$ cat src/rtl/alu_pkg.sv
// ALU control codes, opcode legality check and the arbiter FSM state type
// shared by the ALU arbiter files.
package alu_pkg;

  localparam logic [3:0] ALU_AND = 4'b0000;
  localparam logic [3:0] ALU_OR  = 4'b0001;
  localparam logic [3:0] ALU_ADD = 4'b0010;
  localparam logic [3:0] ALU_SUB = 4'b0110;
  localparam logic [3:0] ALU_SLT = 4'b0111;
  localparam logic [3:0] ALU_NOP = 4'b1111;

  typedef enum logic [1:0] {
    IDLE = 2'd0,
    EXEC = 2'd1,
    RESP = 2'd2
  } arb_state_t;

  function automatic logic is_legal_op(input logic [3:0] op);
    case (op)
      ALU_AND, ALU_OR, ALU_ADD, ALU_SUB, ALU_SLT, ALU_NOP: is_legal_op = 1'b1;
      default:                                             is_legal_op = 1'b0;
    endcase
  endfunction

endpackage

$ cat src/rtl/alu_share_arbiter_rr_grant.sv
// Round-robin priority picker: one-hot grant to the first asserted request
// found scanning upward from ptr_i, wrapping modulo NREQ.
module rr_grant #(
  parameter int NREQ = 2,
  parameter int PW   = $clog2(NREQ)
) (
  input  logic [NREQ-1:0] req_i,
  input  logic [PW-1:0]   ptr_i,
  output logic [NREQ-1:0] grant_o
);

  logic [PW:0] idx;
  logic        found;

  always_comb begin
    grant_o = '0;
    found   = 1'b0;
    idx     = '0;
    for (int k = 0; k < NREQ; k++) begin
      idx = {1'b0, ptr_i} + (PW+1)'(k);
      if (idx >= (PW+1)'(NREQ)) idx = idx - (PW+1)'(NREQ);
      if (!found && req_i[idx[PW-1:0]]) begin
        grant_o[idx[PW-1:0]] = 1'b1;
        found                = 1'b1;
      end
    end
  end

endmodule

$ cat src/rtl/alu_share_arbiter.sv
// Shares one combinational ALU between NREQ requesters: round-robin grant,
// one operation in flight, registered ALU drive and registered result.
module alu_share_arbiter
  import alu_pkg::*;
#(
  parameter int NREQ = 2,
  parameter int W    = 32
) (
  input  logic              clk,
  input  logic              rst,
  input  logic [NREQ-1:0]   req_valid,
  output logic [NREQ-1:0]   req_ready,
  input  logic [W*NREQ-1:0] req_a,
  input  logic [W*NREQ-1:0] req_b,
  input  logic [4*NREQ-1:0] req_op,
  output logic [NREQ-1:0]   rsp_valid,
  input  logic [NREQ-1:0]   rsp_ready,
  output logic [W-1:0]      rsp_result,
  output logic              rsp_zero,
  output logic [W-1:0]      alu_in1,
  output logic [W-1:0]      alu_in2,
  output logic [3:0]        alu_ctrl,
  input  logic [W-1:0]      alu_out,
  input  logic              alu_zero
);

  localparam int PW = $clog2(NREQ);

  arb_state_t      state_q;
  logic [PW-1:0]   rr_ptr_q, owner_q, gnt_idx, ptr_next;
  logic [NREQ-1:0] grant, rsp_valid_q;
  logic [W-1:0]    alu_in1_q, alu_in2_q, rsp_result_q;
  logic [3:0]      alu_ctrl_q, sel_op;
  logic            rsp_zero_q, accept;
  logic [W-1:0]    a_arr [NREQ];
  logic [W-1:0]    b_arr [NREQ];
  logic [3:0]      op_arr[NREQ];

  for (genvar gi = 0; gi < NREQ; gi++) begin : g_unpack
    assign a_arr[gi]  = req_a[gi*W +: W];
    assign b_arr[gi]  = req_b[gi*W +: W];
    assign op_arr[gi] = req_op[gi*4 +: 4];
  end

  rr_grant #(.NREQ(NREQ), .PW(PW)) u_rr_grant (
    .req_i   (req_valid),
    .ptr_i   (rr_ptr_q),
    .grant_o (grant)
  );

  assign req_ready = (state_q == IDLE) ? grant : '0;
  assign accept    = |(req_valid & req_ready);
  assign sel_op    = op_arr[gnt_idx];
  assign ptr_next  = (owner_q == PW'(NREQ-1)) ? '0 : owner_q + 1'b1;

  always_comb begin
    gnt_idx = '0;
    for (int i = 0; i < NREQ; i++) begin
      if (grant[i]) gnt_idx = PW'(i);
    end
  end

  // ALU pins come only from these registers, so req_* never reaches alu_* combinationally.
  always_ff @(posedge clk) begin
    if (rst) begin
      state_q      <= IDLE;
      rr_ptr_q     <= '0;
      owner_q      <= '0;
      alu_in1_q    <= '0;
      alu_in2_q    <= '0;
      alu_ctrl_q   <= ALU_NOP;
      rsp_result_q <= '0;
      rsp_zero_q   <= 1'b0;
      rsp_valid_q  <= '0;
    end else begin
      case (state_q)
        IDLE: begin
          if (accept) begin
            alu_in1_q  <= a_arr[gnt_idx];
            alu_in2_q  <= b_arr[gnt_idx];
            alu_ctrl_q <= is_legal_op(sel_op) ? sel_op : ALU_NOP;
            owner_q    <= gnt_idx;
            state_q    <= EXEC;
          end
        end
        EXEC: begin
          rsp_result_q <= alu_out;
          rsp_zero_q   <= alu_zero;
          alu_in1_q    <= '0;
          alu_in2_q    <= '0;
          alu_ctrl_q   <= ALU_NOP;
          rsp_valid_q  <= NREQ'(1) << owner_q;
          state_q      <= RESP;
        end
        RESP: begin
          if (rsp_ready[owner_q]) begin
            rsp_valid_q <= '0;
            rr_ptr_q    <= ptr_next;
            state_q     <= IDLE;
          end
        end
        default: state_q <= IDLE;
      endcase
    end
  end

  assign rsp_valid  = rsp_valid_q;
  assign rsp_result = rsp_result_q;
  assign rsp_zero   = rsp_zero_q;
  assign alu_in1    = alu_in1_q;
  assign alu_in2    = alu_in2_q;
  assign alu_ctrl   = alu_ctrl_q;

endmodule

$ cat config.mk
export PLATFORM = sky130hd
export DESIGN_NAME = alu_share_arbiter
export DESIGN_NICKNAME = d
export VERILOG_FILES = /design/src/rtl/alu_pkg.sv /design/src/rtl/alu_share_arbiter_rr_grant.sv /design/src/rtl/alu_share_arbiter.sv
export SDC_FILE = /design/constraint.sdc
export NUM_CORES = 1
export LEC_CHECK = 0
export CAP_MARGIN = 15
export CORE_ASPECT_RATIO = 0.5
export CORE_UTILIZATION = 36
export DETAILED_ROUTE_END_ITERATION = 10
export PLACE_DENSITY = 0.89
export SLEW_MARGIN = 20
export SYNTH_ARGS = -nofsm -noshare
export SYNTH_HDL_FRONTEND = slang
export SYNTH_HIERARCHICAL = 1
export SYNTH_SLANG_ARGS = --single-unit
$ cat constraint.sdc
create_clock -name clk -period 2.1 [get_ports clk]
set_input_delay 0.315 -clock clk [delete_from_list [all_inputs] [get_ports clk]]
set_output_delay 0.315 -clock clk [all_outputs]
set_load 0.005 [all_outputs]
==> reports/qor.yml, run 1 <==
p_comb_frac: 0.239
finClkSkew_ps: 6.933
clkSlewWorstSetupHoldPaths_ps: 70
power.internal_w: 0.004050
drive_above_1_share: 0.06086
ant_nets: 0
reg2reg_depth: 8
hp-start: "rsp_result[8]"
ys.flop_type: "dfxtp_1"
whs_path_depth: 2
numCtsBuffers: 9
grt_pass1_wl_mm: 21.85
r2r_start: "rr_ptr_q"
layout.nets: 894
synthesis.nets: 620
critPathRequiredTime_ps: 1780
switchingPower_w: 0.001322
insertion_delay_ps: 340
final_util: 0.6795
cp-end-kind: "output port"
cts_buffer_depth: 2
min_to: "rsp_result[8]"
peakVddDrop_mv: 0.4538
clkSinkCount: 107
grt.total_usage: 0.2248
num_vias: 4293
power_per_cell_area_nw_per_um2: 696.5
power_frac_seq: 0.424
power_frac_clock: 0.337
worst-setup-path-type: "input pin to output port"
start_util: 0.3814
core_um2: 11350
regToRegSetupSlack_ps: 170
io_buffers: 279
grt_pass1_vias: 4462
hold_class: "flop to flop"
cap_violations: 0
status: "complete, no violations"
crit_arrival_ps: 1730
synth_edf_count: 0
dieArea_um2: 12490
wl_per_cell_um: 16.32
dr.pass1.iters: 4
synthDistinctLibCells: 32
fp-row-count: 27
ys_warn_count: 6
grt_max_degree: 43
antenna_found_initial: 0
worst_slew_pin_slew_ps: 915.8
timing.final.max_slew_violations: 0
ios: 280
ys_seq_elements: 107
dp_hpwl_mm: 10.85
final_cells: 882
fillers: 923
swShare: 0.2461
finalSetupViolCount: 0
start_kind: "input pin"
syn_inst: 445
syn_to_final_growth_pct: 78.15
rsz0062_at_grt: "no"
post-route-min-period_ps: 2050
yosysSeqAreaShare: 0.4948
async_flop_share: 0
htreeDepth: 3
drt_drc_violations_left: 0
routed_via_density: 4.867
syn_area_um2: 4329
fmax_ghz: 0.4878
p_leak_nw: 2.807
hold_violations: 0
r2r_end: "alu_in2[3]"
period_share: 0.9762
die_y_um: 79.54
place_congestion: 0.7663
fp.dieW_um: 157.1
wirelength_mm: 14.39
drt_iter0_drc: 159
root_buffer: "clkbuf_16"
cp_max_fo: 4
antenna_cells: 0
avgSynthCellArea_um2: 9.728
gr-total-overflow: 0
slew_headroom: 0.3888
cts_tree: "yes"
dpl.cell_count: 866
==> worst max path at each step <==
stage               depth (start not counted)    startpoint      endpoint  slack (ps)
global placement                            6  req_valid[1]   alu_in1[14]        -190
detailed placement                          6  req_valid[1]    alu_in2[8]        -300
finish                                      4  req_valid[0]  req_ready[0]          50
CTS                                         4  req_valid[0]  req_ready[0]          70
global route                                4  req_valid[0]  req_ready[0]          20
floorplan                                   5      rr_ptr_q   alu_ctrl[2]         440
==> metrics by stage <==
stage	area [um^2]	setup WS [ps]	hold slack (ps)	power, W	setup TNS (ps)
after global placement	7375	-186.7	440.7	0.003561	-10140
after floorplan	4329	439.0	441.7	0.002794	0
after CTS	7699	71.10	456.9	0.005397	0
after global routing	7712	20.73	477.6	0.005601	0
after detailed placement	7375	-297.9	445.4	0.003599	-16050
final	7712	50.07	453.8	0.005372	0
==> cells by family after synthesis <==
logic type,count (synthesis),synth area share
and+or+nand+nor,112,0.1078
muxes,69,0.1604
AOI/OAI and AO/OA,116,0.1936
buffers and inverters,41,0.04335
DFF,107,0.4948
==> worst max-delay path, stage by stage <==
cell and delay (ps):
clkdlybuf4s50_1 510, a21boi_4 240, and2_1 160, clkdlybuf4s50_1 510
==> per-layer routing <==
metal / part of all wire / GRT usage / up-vias
li1: - / - / 2130
met1: 0.40 / 0.2354 / 2015
met2: 0.53 / 0.4391 / 117
met3: 0.044 / 0.04940 / 31
met4: 0.028 / 0.09029 / 0
met5: 0 / 0 / -
==> cell usage in the layout, fill, tap and decap left out, types with 2 or more instances in the layout <==
cell type	netlist	final
a21oi_1	37	37
a211oi_1	23	23
o21ai_0	2	2
inv_1	4	4
bufinv_16	0	2
and2_1	2	2
buf_12	0	5
dfxtp_1	107	107
a21boi_4	0	2
buf_4	1	14
a21o_1	2	2
o32a_1	2	2
mux2_2	3	3
nor2b_1	3	2
clkbuf_16	0	9
mux2i_1	66	66
o2bb2ai_1	41	41
clkdlybuf4s50_1	0	278
nand2b_1	3	3
nand2_1	69	69
and3_1	2	2
nor2_1	30	30
clkinvlp_4	0	2
==> sequential cells by signal (all words and copies together) (netlist names) <==
signal,flops
rsp_zero,1
alu_in1,32
owner_q,1
alu_ctrl,4
rr_ptr_q,1
rsp_result,32
alu_in2,32
state_q,2
rsp_valid,2
==> power by group through the flow <==
stage	clock, W	combinational (W)	sequential, W
floorplan	0	0.000468	0.00233
global placement	0	0.00124	0.00232
detailed placement	0	0.00128	0.00232
CTS	0.00183	0.00128	0.00228
global route	0.00193	0.00138	0.00230
finish	0.00181	0.00128	0.00228
==> cells in the mapped netlist (2+ instances only) <==
library cell | number | area share
mux2_2 | 3 | 0.0078
inv_1 | 4 | 0.0035
nor2_1 | 30 | 0.026
o2bb2ai_1 | 41 | 0.083
and2_1 | 2 | 0.0029
nand2_1 | 69 | 0.060
buf_2 | 24 | 0.028
nor2b_1 | 3 | 0.0043
a211oi_1 | 23 | 0.040
nand2b_1 | 3 | 0.0043
clkbuf_1 | 11 | 0.0095
and3_1 | 2 | 0.0029
a21o_1 | 2 | 0.0035
mux2i_1 | 66 | 0.15
dfxtp_1 | 107 | 0.49
o32a_1 | 2 | 0.0046
o21ai_0 | 2 | 0.0023
a21oi_1 | 37 | 0.043
==> area by class of cell <==
type	count	area, um^2	area share
Sequential cell	107	2142	0.2777
Tap cell	159	198.9	0.02579
Multi-Input combinational cell	298	2031	0.2633
Timing Repair Buffer	299	3008	0.3900
Inverter	4	15.01	0.001947
Clock buffer	11	242.7	0.03147
Clock inverter	4	75.07	0.009734
==> timing repair <==
item,in CTS,in global routing
hold buffers,0,0
cloned,0,1
setup buffers,0,0
gates resized for setup,4,1
endpoints found under the setup margin,2,20
hold endpoints to repair,0,0
pin swaps,0,1
Power figures use the tool's default switching activity.
==> run 2: changes to the inputs <==
- CORE_UTILIZATION: 36 -> 39
- PLACE_DENSITY: 0.89 -> 0.95
- clock period: 2.1 -> 2.4 ns (I/O delays scaled with it)
==> run 2 against run 1 <==
Non-clock buffer count shrank 7. Clock skew grew 0.89 ps. First-iteration DRC count shrank 1.3%. Register-to-register slack gained 330 ps. Hold slack gained 0.71 ps. Sequential share of layout area grew 0.41 points. Power shrank 13%. Global-route usage grew 1.8 points. Clock power shrank 11%. Sequential cell count is the same. Cell count shrank 2.9%.
==> reports/qor.yml, run 2 (synthesized netlist as in run 1, its figures left out) <==
grt.met1_usage: 0.2626  # was 0.2354
hold_class: "flop to flop"  # unchanged
insertion_delay_ps: 330  # was 340 ps
slew_headroom: 0.3388  # was 0.3888
layout_setup_ws_ps: 205.9  # was 50.07 ps
drt_drc_violations_left: 0  # unchanged
htreeDepth: 3  # unchanged
clkSinkCount: 107  # unchanged
place_congestion: 0.8699  # was 0.7663
crit_arrival_ps: 1830  # was 1730 ps
finalSetupViolCount: 0  # unchanged
die_y_um: 76.50  # was 79.54 um
preCtsSetupSlack_ps: -87.12  # was -297.9 ps
core_um2: 10510  # was 11350 um^2
worst_slew_pin_slew_ps: 989.5  # was 915.8 ps
rsz0062_at_grt: "no"  # unchanged
status: "complete, no violations"  # unchanged
drt_iter0_drc: 157  # was 159
layout.nets: 886  # was 894
grt_pass1_wl_mm: 21.89  # was 21.85 mm
wl_per_cell_um: 16.57  # was 16.32 um
worst-setup-path-type: "input pin to output port"  # unchanged
grt_max_degree: 43  # unchanged
grt_pass1_vias: 4348  # was 4462
final_common_cell: "clkdlybuf4s50_1"  # unchanged
cap_violations: 0  # unchanged
ant_nets: 0  # unchanged
ios: 280  # unchanged
gr-total-overflow: 0  # unchanged
final.setup.tns_ps: 0  # unchanged
crit_chain: "clkdlybuf4s50_1 > a21boi_1 > and2_1 > clkdlybuf4s50_1"  # was clkdlybuf4s50_1 > a21boi_4 > and2_1 > clkdlybuf4s50_1
antenna_found_initial: 0  # unchanged
met2_usage: 0.4592  # was 0.4391
path_common_cell: "clkdlybuf4s50_1"  # unchanged
routed_via_density: 5.036  # was 4.867
start_kind: "input pin"  # unchanged
cp-end-kind: "output port"  # unchanged
start_util: 0.4120  # was 0.3814
dieArea_um2: 11550  # was 12490 um^2
p_leak_nw: 2.775  # was 2.807 nW
finClkSkew_ps: 7.823  # was 6.933 ps
fp-row-count: 26  # was 27
power_per_cell_area_nw_per_um2: 618.2  # was 696.5 nW/um^2
period_share: 0.9142
post-route-min-period_ps: 2194
io_buffers: 279  # unchanged
power.total_w: 0.004698  # was 0.005372 W
postCtsHoldBufs: 0  # unchanged
hold_violations: 0  # unchanged
peakVddDrop_mv: 0.4542  # was 0.4538 mV
grt.total_usage: 0.2423  # was 0.2248
slowest_stage: "clkdlybuf4s50_1"  # unchanged
fp.dieW_um: 151  # was 157.1 um
antenna_cells: 0  # unchanged
cp_max_fo: 4  # unchanged
clkSlewWorstSetupHoldPaths_ps: 80  # was 70 ps
critPathRequiredTime_ps: 2040  # was 1780 ps
root_buffer: "clkbuf_16"  # unchanged
num_vias: 4311  # was 4293
busiest_layer: "met2"  # unchanged
drive_above_1_share: 0.05307  # was 0.06086
dp_hpwl_mm: 11.02  # was 10.85 mm
final_cell_mix: "clkdlybuf4s50_1, dfxtp_1, nand2_1"  # unchanged
syn_to_final_growth_pct: 75.55  # was 78.15%
cts_buffer_depth: 2  # unchanged
slowest_delay_ps: 500  # was 510 ps
dr.pass1.iters: 4  # unchanged
numCtsBuffers: 9  # unchanged
cts_tree: "yes"  # unchanged
fmax_ghz: 0.4558
timing.final.max_slew_violations: 0  # unchanged
wirelength_mm: 14.19  # was 14.39 mm
met3_usage: 0.04790  # was 0.04940
-- run 2: cell type report --
cell class	instances	area (um^2)
timing repair buffer	292	2922
clock buffer	9	225.2
sequential	107	2142
multi-input combinational	297	2016
clock inverter	7	105.1
tap	140	175.2
fill	753	2908
inverter	4	15.01
-- run 2: path summary, 6_finish.rpt --
kind	startpoint	end	slack [ps]	cells past startpoint
setup / recovery	req_valid[0]	req_ready[0]	210	4
hold / removal	rsp_result[1]	rsp_result[1]	450	2
setup reg to reg	rr_ptr_q	alu_in1[12]	500	5
hold reg to reg	rsp_result[1]	rsp_result[1]	450	2
-- run 2: timing repair --
item | CTS | global route
gates resized for setup | 1 | 3
buffers inserted | 0 | 0
setup endpoints to repair | 1 | 2
-- run 2: metrics by stage --
stage               instances  utilization  instance area, um^2  hold WS (ps)
global route              856       0.7233                 7600         473.3
CTS                       856       0.7228                 7595         456.6
finish                    856       0.7233                 7600         454.5
global placement          840       0.6910                 7261         440.3
detailed placement        840       0.6910                 7261         445.9
floorplan                 445            -                 4329         452.7
-- run 2: per-layer routing --
metal,vias to the layer above,part of all wire
li1,2112,-
met1,2028,0.40
met2,139,0.53
met3,32,0.041
met4,0,0.029
met5,-,0
-- run 2: critical path, delay by kind of cell --
| kind | cells | cell delay [ps] |
|---|---|---|
| buffers and inverters | 2 | 980 |
| AO/OA/AOI/OAI | 1 | 300 |
| AND/OR/NAND/NOR | 1 | 190 |
-- run 2: where the power goes --
part / internal, W / switching [W]
clock network: 0.000934 / 0.000676
registers: 0.00191 / 0.0000815
logic: 0.000668 / 0.000425
total: 0.00352 / 0.00118
